==> config.mk <==
export PLATFORM = sky130hd
export DESIGN_NAME = vduty_frame_gen_flat
export DESIGN_NICKNAME = d
export VERILOG_FILES = /design/src/rtl/vduty_frame_gen_if.sv /design/src/rtl/vduty_frame_gen.sv /design/src/flat_wrapper.sv
export SDC_FILE = /design/constraint.sdc
export NUM_CORES = 1
export LEC_CHECK = 0
export ABC_AREA = 1
export CORE_ASPECT_RATIO = 1.25
export CORE_MARGIN = 1.5
export CORE_UTILIZATION = 40
export CTS_CLUSTER_DIAMETER = 100
export DETAILED_ROUTE_END_ITERATION = 6
export HOLD_SLACK_MARGIN = 0.06
export MAX_ROUTING_LAYER = met4
export PLACE_DENSITY = 0.7
export SLEW_MARGIN = 40
export SYNTH_ARGS = -nofsm -noshare
export SYNTH_HDL_FRONTEND = slang
export SYNTH_SLANG_ARGS = --single-unit
==> constraint.sdc <==
create_clock -name iODCK -period 4.6 [get_ports iODCK]
set_clock_uncertainty 0.1 [all_clocks]
set_input_delay 0.92 -clock iODCK [delete_from_list [all_inputs] [get_ports iODCK]]
set_output_delay 0.92 -clock iODCK [all_outputs]
set_load 0.005 [all_outputs]
==> src/rtl/vduty_frame_gen_if.sv <==
// Panel-timing in / frame-strobe out bundle for vduty_frame_gen.
// slave = the strobe generator, master = whatever drives VSYNC/DE and consumes the strobe.
interface vduty_frame_gen_if #(
  parameter int LINE_W = 12
);
  logic              iVSYNC;
  logic              iDE;
  logic              oV_Duty;
  logic [LINE_W-1:0] oLine_Cnt;
  logic              oFrame_Valid;
  logic [7:0]        oFrame_Cnt;
  logic              oTimeout;

  modport master (
    output iVSYNC, iDE,
    input  oV_Duty, oLine_Cnt, oFrame_Valid, oFrame_Cnt, oTimeout
  );

  modport slave (
    input  iVSYNC, iDE,
    output oV_Duty, oLine_Cnt, oFrame_Valid, oFrame_Cnt, oTimeout
  );
endinterface

==> src/rtl/vduty_frame_gen.sv <==
// Per-frame vertical-duty strobe generator with line counting and a VSYNC watchdog.
// Optional VSYNC 3-sample glitch filter: define VDUTY_GLITCH_FILTER_EN.
module vduty_frame_gen #(
  parameter int PULSE_W   = 4,
  parameter int TIMEOUT   = 1048575,
  parameter int MIN_LINES = 16,
  parameter int VS_POL    = 1,
  parameter int LINE_W    = 12
) (
  input logic              iODCK,
  input logic              iRST_N,
  vduty_frame_gen_if.slave bus
);

  typedef enum logic [1:0] {IDLE, PULSE, WAIT} state_t;

  localparam int              WD_W    = $clog2(TIMEOUT + 1);
  localparam logic            VS_ACT  = (VS_POL != 0);
  localparam logic [WD_W-1:0] WD_LAST = WD_W'(TIMEOUT - 1);
  localparam logic [3:0]      PC_LAST = 4'(PULSE_W - 1);
  localparam logic [31:0]     MIN_L   = 32'(MIN_LINES);

  state_t            stateQ, stateD;
  logic              vs, vsLvl, vsQ, deQ;
  logic              vsEdge, lineEdge, wdHit, startStrobe;
  logic [3:0]        pulseCnt;
  logic [WD_W-1:0]   wdCnt;
  logic [LINE_W-1:0] lineRun, lineOut;
  logic              frameValid, timeoutQ;
  logic [7:0]        frameCnt;

  // Normalise VSYNC so that 1 always means "active".
  assign vs = ~(bus.iVSYNC ^ VS_ACT);

`ifdef VDUTY_GLITCH_FILTER_EN
  logic [1:0] vsHist;

  always_ff @(posedge iODCK or negedge iRST_N) begin
    if (!iRST_N) vsHist <= 2'b00;
    else         vsHist <= {vsHist[0], vs};
  end

  // Filtered level only moves once three consecutive samples agree; vsQ holds it otherwise.
  always_comb begin
    vsLvl = vsQ;
    if (vs & vsHist[0] & vsHist[1])         vsLvl = 1'b1;
    else if (~(vs | vsHist[0] | vsHist[1])) vsLvl = 1'b0;
  end
`else
  assign vsLvl = vs;
`endif

  always_ff @(posedge iODCK or negedge iRST_N) begin
    if (!iRST_N) begin
      vsQ <= 1'b0;
      deQ <= 1'b0;
    end else begin
      vsQ <= vsLvl;
      deQ <= bus.iDE;
    end
  end

  assign vsEdge   = vsLvl & ~vsQ;
  assign lineEdge = bus.iDE & ~deQ;
  assign wdHit    = (wdCnt == WD_LAST);

  always_ff @(posedge iODCK or negedge iRST_N) begin
    if (!iRST_N) stateQ <= IDLE;
    else         stateQ <= stateD;
  end

  // A real edge and a watchdog hit in the same cycle both start a strobe; vsEdge decides oTimeout.
  always_comb begin
    stateD      = stateQ;
    startStrobe = 1'b0;
    case (stateQ)
      IDLE, WAIT: begin
        if (vsEdge || wdHit) begin
          stateD      = PULSE;
          startStrobe = 1'b1;
        end
      end
      PULSE:   if (pulseCnt == PC_LAST) stateD = WAIT;
      default: stateD = IDLE;
    endcase
  end

  always_ff @(posedge iODCK or negedge iRST_N) begin
    if (!iRST_N)              pulseCnt <= 4'd0;
    else if (startStrobe)     pulseCnt <= 4'd0;
    else if (stateQ == PULSE) pulseCnt <= pulseCnt + 4'd1;
  end

  // Watchdog runs from the last strobe start, so self-strobes repeat every TIMEOUT cycles.
  always_ff @(posedge iODCK or negedge iRST_N) begin
    if (!iRST_N)          wdCnt <= '0;
    else if (startStrobe) wdCnt <= '0;
    else if (!wdHit)      wdCnt <= wdCnt + WD_W'(1);
  end

  always_ff @(posedge iODCK or negedge iRST_N) begin
    if (!iRST_N) begin
      lineRun    <= '0;
      lineOut    <= '0;
      frameValid <= 1'b0;
      frameCnt   <= 8'd0;
      timeoutQ   <= 1'b0;
    end else if (startStrobe) begin
      lineOut    <= lineRun;
      frameValid <= vsEdge && (32'(lineRun) >= MIN_L);
      frameCnt   <= frameCnt + 8'd1;
      timeoutQ   <= ~vsEdge;
      lineRun    <= LINE_W'(lineEdge);
    end else if (lineEdge && (lineRun != {LINE_W{1'b1}})) begin
      lineRun    <= lineRun + LINE_W'(1);
    end
  end

  assign bus.oV_Duty      = (stateQ == PULSE);
  assign bus.oLine_Cnt    = lineOut;
  assign bus.oFrame_Valid = frameValid;
  assign bus.oFrame_Cnt   = frameCnt;
  assign bus.oTimeout     = timeoutQ;

endmodule

==> src/flat_wrapper.sv <==
// flat-port wrapper written by rule: the top's interface ports become plain ports
module vduty_frame_gen_flat 
#(
  parameter int PULSE_W   = 4,
  parameter int TIMEOUT   = 1048575,
  parameter int MIN_LINES = 16,
  parameter int VS_POL    = 1,
  parameter int LINE_W    = 12
)
  (iODCK, iRST_N, bus_iVSYNC, bus_iDE, bus_oV_Duty, bus_oLine_Cnt, bus_oFrame_Valid, bus_oFrame_Cnt, bus_oTimeout);
  vduty_frame_gen_if #(.LINE_W(LINE_W)) bus_i ();
  input logic iODCK;
  input logic iRST_N;
  input wire logic [$bits(bus_i.iVSYNC)-1:0] bus_iVSYNC;
  input wire logic [$bits(bus_i.iDE)-1:0] bus_iDE;
  output wire logic [$bits(bus_i.oV_Duty)-1:0] bus_oV_Duty;
  output wire logic [$bits(bus_i.oLine_Cnt)-1:0] bus_oLine_Cnt;
  output wire logic [$bits(bus_i.oFrame_Valid)-1:0] bus_oFrame_Valid;
  output wire logic [$bits(bus_i.oFrame_Cnt)-1:0] bus_oFrame_Cnt;
  output wire logic [$bits(bus_i.oTimeout)-1:0] bus_oTimeout;
  assign bus_i.iVSYNC = bus_iVSYNC;
  assign bus_i.iDE = bus_iDE;
  assign bus_oV_Duty = bus_i.oV_Duty;
  assign bus_oLine_Cnt = bus_i.oLine_Cnt;
  assign bus_oFrame_Valid = bus_i.oFrame_Valid;
  assign bus_oFrame_Cnt = bus_i.oFrame_Cnt;
  assign bus_oTimeout = bus_i.oTimeout;
  vduty_frame_gen #(.PULSE_W(PULSE_W), .TIMEOUT(TIMEOUT), .MIN_LINES(MIN_LINES), .VS_POL(VS_POL), .LINE_W(LINE_W)) u_core (.iODCK(iODCK), .iRST_N(iRST_N), .bus(bus_i));
endmodule
After elaboration in Yosys (flattened, before gate mapping)
Index checks and enable logic that the tools add are counted.

cells by class
  bitwise logic cells = 5
  magnitude comparators = 1
  add/sub/neg operators = 4
  equal/unequal tests = 8
  multiplexer cells = 11
  reductions and logical operators = 8

operators with widths
  operator                                                number
  two-way mux 20 bit                                      2
  two-way mux 12 bit                                      2
  adder 20 x 1 -> 20 bit (second input constant)          1
  equality test 20 bit (second input constant)            1
  adder 12 x 1 -> 12 bit (second input constant)          1
  >= comparator 12 x 5 -> 1 bit (second input constant)   1
  inequality test 12 bit (second input constant)          1
  adder 8 x 1 -> 8 bit (second input constant)            1
  two-way mux 4 bit                                       2
  adder 4 x 1 -> 4 bit (second input constant)            1
  equality test 4 x 2 -> 1 bit (second input constant)    1
  two-way mux 2 bit                                       2
  inequality test 2 x 1 -> 1 bit (second input constant)  2
  case mux 2 bit (2 select lines)                         1
  nonzero test 2 bit                                      2
  inverter 1 bit                                          3
  AND 1 bit                                               2
  equality test 2 x 1 -> 1 bit (second input constant)    1
  equality test 2 bit (second input constant)             1
  logical AND 1 bit                                       2
  zero test 2 bit                                         1
  two-way mux 1 bit                                       2
  inequality test 2 bit (second input constant)           1
  AND reduction 2 bit                                     1
  other kinds (2)                                         2

word-level totals
  word-level logic and storage cells = 47
  bits of input ports = 4
  flip-flop bits (word level) = 62
  output and inout bits = 23

Logic depth before layout (Yosys ltp)
  depth in word-level cells = 6
  depth in mapped cells = 13
  gate-level depth less buffers = 12

Worst setup path after synthesis
Ideal clock, no wire load.

  path kind = input -> register
  from = in bus_iVSYNC
  to = reg u_core.frameCnt[2], in the netlist u_core.bus.oFrame_Cnt[2]
  stages on the path = 8
  setup time = 0.123 ns
  path buffers = 1
  arrival time = 1.575 ns
  path slack = 2.802 ns
  data required time = 4.377 ns
  path through = inv_1 -> nor2_1 -> inv_1 -> nand2_2 -> nand2_2 -> buf_6 -> o21ai_0 -> nand2_1

between the ends
  longest elaborated chain between the ends = 4

ends and longest elaborated chain
  item                  line                    RTL
  start, declared       flat_wrapper.sv:14      input wire logic [$bits(bus_i.iVSYNC)-1:0] bus_iVSYNC;
  AND 1 bit             vduty_frame_gen.sv:63   assign vsEdge = vsLvl & ~vsQ;
  logical OR 1 bit      vduty_frame_gen.sv:78   if (vsEdge || wdHit) begin
  two-way mux 1 bit     vduty_frame_gen.sv:78
  two-way mux 1 bit     vduty_frame_gen.sv:76   case (stateQ)
  end signal, assigned  vduty_frame_gen.sv:111  frameCnt <= frameCnt + 8'd1;
  end, declared         vduty_frame_gen.sv:30   logic [7:0] frameCnt;

Every way passes these cells.
A chain may end at the register's enable or synchronous reset.

Worst setup path after layout
  from = reg u_core.stateQ[0]
  to = out bus_oV_Duty

between the ends
  longest elaborated chain between the ends = 1

ends and longest elaborated chain
  item                          line                    RTL
  start, declared               vduty_frame_gen.sv:23   state_t stateQ, stateD;
  start signal, assigned        vduty_frame_gen.sv:69   else stateQ <= stateD;
  equality test 2 x 1 -> 1 bit  vduty_frame_gen.sv:119  assign bus.oV_Duty = (stateQ == PULSE);
  end, declared                 flat_wrapper.sv:16      output wire logic [$bits(bus_i.oV_Duty)-1:0] bus_oV_Duty;

Every way passes these cells.

==> flow_metrics.env <==
export IMPL_status="finished clean"
export IMPL_drt_wirelength_per_cell_um=12.7
export IMPL_grt_pass1_wl_um=11400
export IMPL_tns_ps=0
export IMPL_tritoncts="built"
export IMPL_synthMuxAreaShare_pct=0
export IMPL_antenna_cells_inserted=0
export IMPL_drv_cap=0
export IMPL_core_rowCount=36
export IMPL_period_needed_ps=2780
export IMPL_grt_pass1_vias=2526
export IMPL_p_leak_nw=1.71
export IMPL_fin_area_mm2=0.00370
export IMPL_clk_pin_slew_worst_paths_ps=70
export IMPL_grt_use_total_pct=18.4
export IMPL_worst_slew_pin_slew_ps=678
export IMPL_synthCells=393
export IMPL_htreeDepth=3
export IMPL_fmax_mhz=360
export IMPL_drtIter0Drc=137
export IMPL_max_slew_margin_rel_pct=54.8
export IMPL_start_kind="register"
export IMPL_synth_fp_nets=403
export IMPL_synth_top_family_by_area="simple AND/OR/NAND/NOR gates"
export IMPL_syn_area_mm2=0.00315
export IMPL_placed_cell_area_mm2=0.00348
export IMPL_nNetsFinal=434
export IMPL_clock_latency_ps=350
export IMPL_finalWirelength_um=6640
export IMPL_yosys_area_share_xor_xnor_pct=3.62
export IMPL_final_common_cell="nand2_1"
export IMPL_cellPowerDensity_mw_per_mm2=456
export IMPL_vias_per_cell=4.98
export IMPL_crit_buf_inv=2
export IMPL_gp_congestion=0.870
export IMPL_cpMaxStageDelayCell="clkdlybuf4s50_1"
export IMPL_first_pass_iters=4
export IMPL_cts_buffers=9
export IMPL_placed_cells=508
export IMPL_critPathTopFamily="buffers and inverters"
export IMPL_initial_utilization_pct=40.9
export IMPL_post_dp_hpwl_um=4720
export IMPL_grt_antenna_before_repair=0
export IMPL_cts_sinks=62
export IMPL_required_ps=3580
export IMPL_hold_path_class="reg2reg"
export IMPL_ys_seq_elements=62
export IMPL_cts_resized=0
export IMPL_crit_path_end_kind="output pin"
export IMPL_cts_setup_buffers=0
export IMPL_die_x_um=82.3
export IMPL_multiInputGateArea_mm2=0.00139
export IMPL_synthAdderAreaFrac_pct=2.38
export IMPL_synth_compound_area_share_pct=7.71
export IMPL_vias=2607
export IMPL_die_h_um=102
export IMPL_synth_warnings=0
export IMPL_grt_setup_unrepaired="false"
export IMPL_ant_nets=0
export IMPL_critical_path_cell_chain="inv_1 > nor2_1 > clkdlybuf4s50_1"
export IMPL_clockRootBuffer="clkbuf_8"
export IMPL_portBuffers=26
export IMPL_max_stage_delay_ps=570
export IMPL_fillers=762
export IMPL_core_area_mm2=0.00770
export IMPL_grt_ovfl_total=0
export IMPL_synth_simple_area_share_pct=30.5
export IMPL_setup_viol=0
export IMPL_slew_violations=0
export IMPL_crit_type="reg2out"
export IMPL_postCtsHoldBufs=0
export IMPL_drc_errors=0
export IMPL_avgSynthCellArea_um2=8.01
export IMPL_layout_drive_gt1_share_pct=7.46
export IMPL_ff_latch_area_mm2=0.00155
export IMPL_hold_viol=0
export IMPL_fin_ws_ps=1820
export IMPL_worst_ep_arrival_time_ps=1760
export IMPL_grt_max_degree=52
export IMPL_num_io_pins=27
export IMPL_final_core_util_pct=48.1
export IMPL_dieArea_mm2=0.00841
export IMPL_synth_distinct_cells=28
export IMPL_post_route_period_util_pct=60.4
export IMPL_layout_common_cells="106 x nand2_1, 62 x dfrtp_1, 57 x nor2_1"
export IMPL_cts_path_max_buffers=2
export IMPL_peakVddDrop_uv=298
export IMPL_place_ws_ps=1810
export IMPL_seq_area_frac_synth_pct=49.3
export IMPL_finalNonFillerCells=524
export IMPL_worstPathMaxFanout=6
export IMPL_syn_to_final_growth_pct=17.6
-- worst paths after layout --
check / from / cells after the start / slack [ps] / endpoint
worst min-delay path: u_core.bus.oFrame_Valid$_DFFE_PN0P_ / 2 / 400 / u_core.bus.oFrame_Valid$_DFFE_PN0P_
worst min register to register: u_core.bus.oFrame_Valid$_DFFE_PN0P_ / 2 / 400 / u_core.bus.oFrame_Valid$_DFFE_PN0P_
worst max-delay path: u_core.stateQ[0]$_DFFE_PN0P_ / 3 / 1820 / bus_oV_Duty
min in group asynchronous: iRST_N / 1 / 500 / u_core.bus.oFrame_Cnt[3]$_DFFE_PN0P_
worst max register to register: u_core.wdCnt[0]$_DFFE_PN0P_ / 12 / 2380 / u_core.wdCnt[13]$_DFFE_PN0P_
max in group asynchronous: iRST_N / 2 / 3010 / u_core.bus.oLine_Cnt[0]$_DFFE_PN0P_
-- Yosys cell counts (all sizes together) --
library cell  instances  area, um2
xor2                  8       70.1
o22ai                 2       12.5
nand3b                2       15.0
nand2               111        434
nor2                 61        254
nor3                  8       40.0
inv                  40        150
xnor2                 5       43.8
a21oi                 3       26.3
nor3b                 1       7.51
o211a                 3       30.0
buf                   8       55.1
a31o                  1       8.76
o21ai                33        165
nand4                10       62.6
nor4                  1       6.26
dfrtp                62       1550
ha                    6       75.1
nand3                28        140
-- tightest hold or removal path, cell delays in order, from the launching register on --
cell and delay, ps:
dfrtp_1 360, nand2_1 60, nand2_1 50
-- area by class of cell --
type                            instances  share of cell area, %
Sequential cell                        62                   41.9
Multi-Input combinational cell        283                   37.6
Timing Repair Buffer                   28                   7.30
Inverter                               40                   4.05
Clock buffer                            9                   3.34
Tap cell                               95                   3.21
Clock inverter                          7                   2.64
-- state kept, by name, summed over array words and instances, names as in the netlist --
| register | count |
|---|---|
| u_core.pulseCnt | 4 |
| u_core.bus.oFrame_Cnt | 8 |
| u_core.bus.oLine_Cnt | 12 |
| u_core.deQ | 1 |
| u_core.wdCnt | 20 |
| u_core.bus.oFrame_Valid | 1 |
| u_core.lineRun | 12 |
| u_core.bus.oTimeout | 1 |
| u_core.vsQ | 1 |
| u_core.stateQ | 2 |
-- per-layer routing --
layer	vias to the layer above	global-route usage, %	share of wire (%)
met5	-	-	0
met4	0	7.82	2.8
met3	15	4.55	3.4
met2	43	30.0	50
met1	1231	21.4	43
li1	1318	-	-
-- power by group --
group / internal (mW) / leakage [nW] / switching, mW / total, mW
sequential: 0.651 / 0.832 / 0.0979 / 0.749
combinational: 0.191 / 0.775 / 0.216 / 0.406
clock: 0.306 / 0.106 / 0.227 / 0.533
-- logic make-up after synthesis --
| kind of cell | Yosys count |
|---|---|
| flip-flops | 62 |
| buffers and inverters | 48 |
| AO/OA/AOI/OAI | 42 |
| adder cells (fa/ha/maj) | 6 |
| AND/OR/NAND/NOR | 222 |
| XOR/XNOR | 13 |
-- stage by stage --
step | total power [mW] | hold WS, ps
2_1_floorplan | 0.986 | 362
3_3_place_gp | 1.15 | 379
3_5_place_dp | 1.17 | 381
4_1_cts | 1.71 | 400
5_1_grt | 1.80 | 431
6_report | 1.69 | 396
Note: power is estimated with default switching activity, not from simulation.
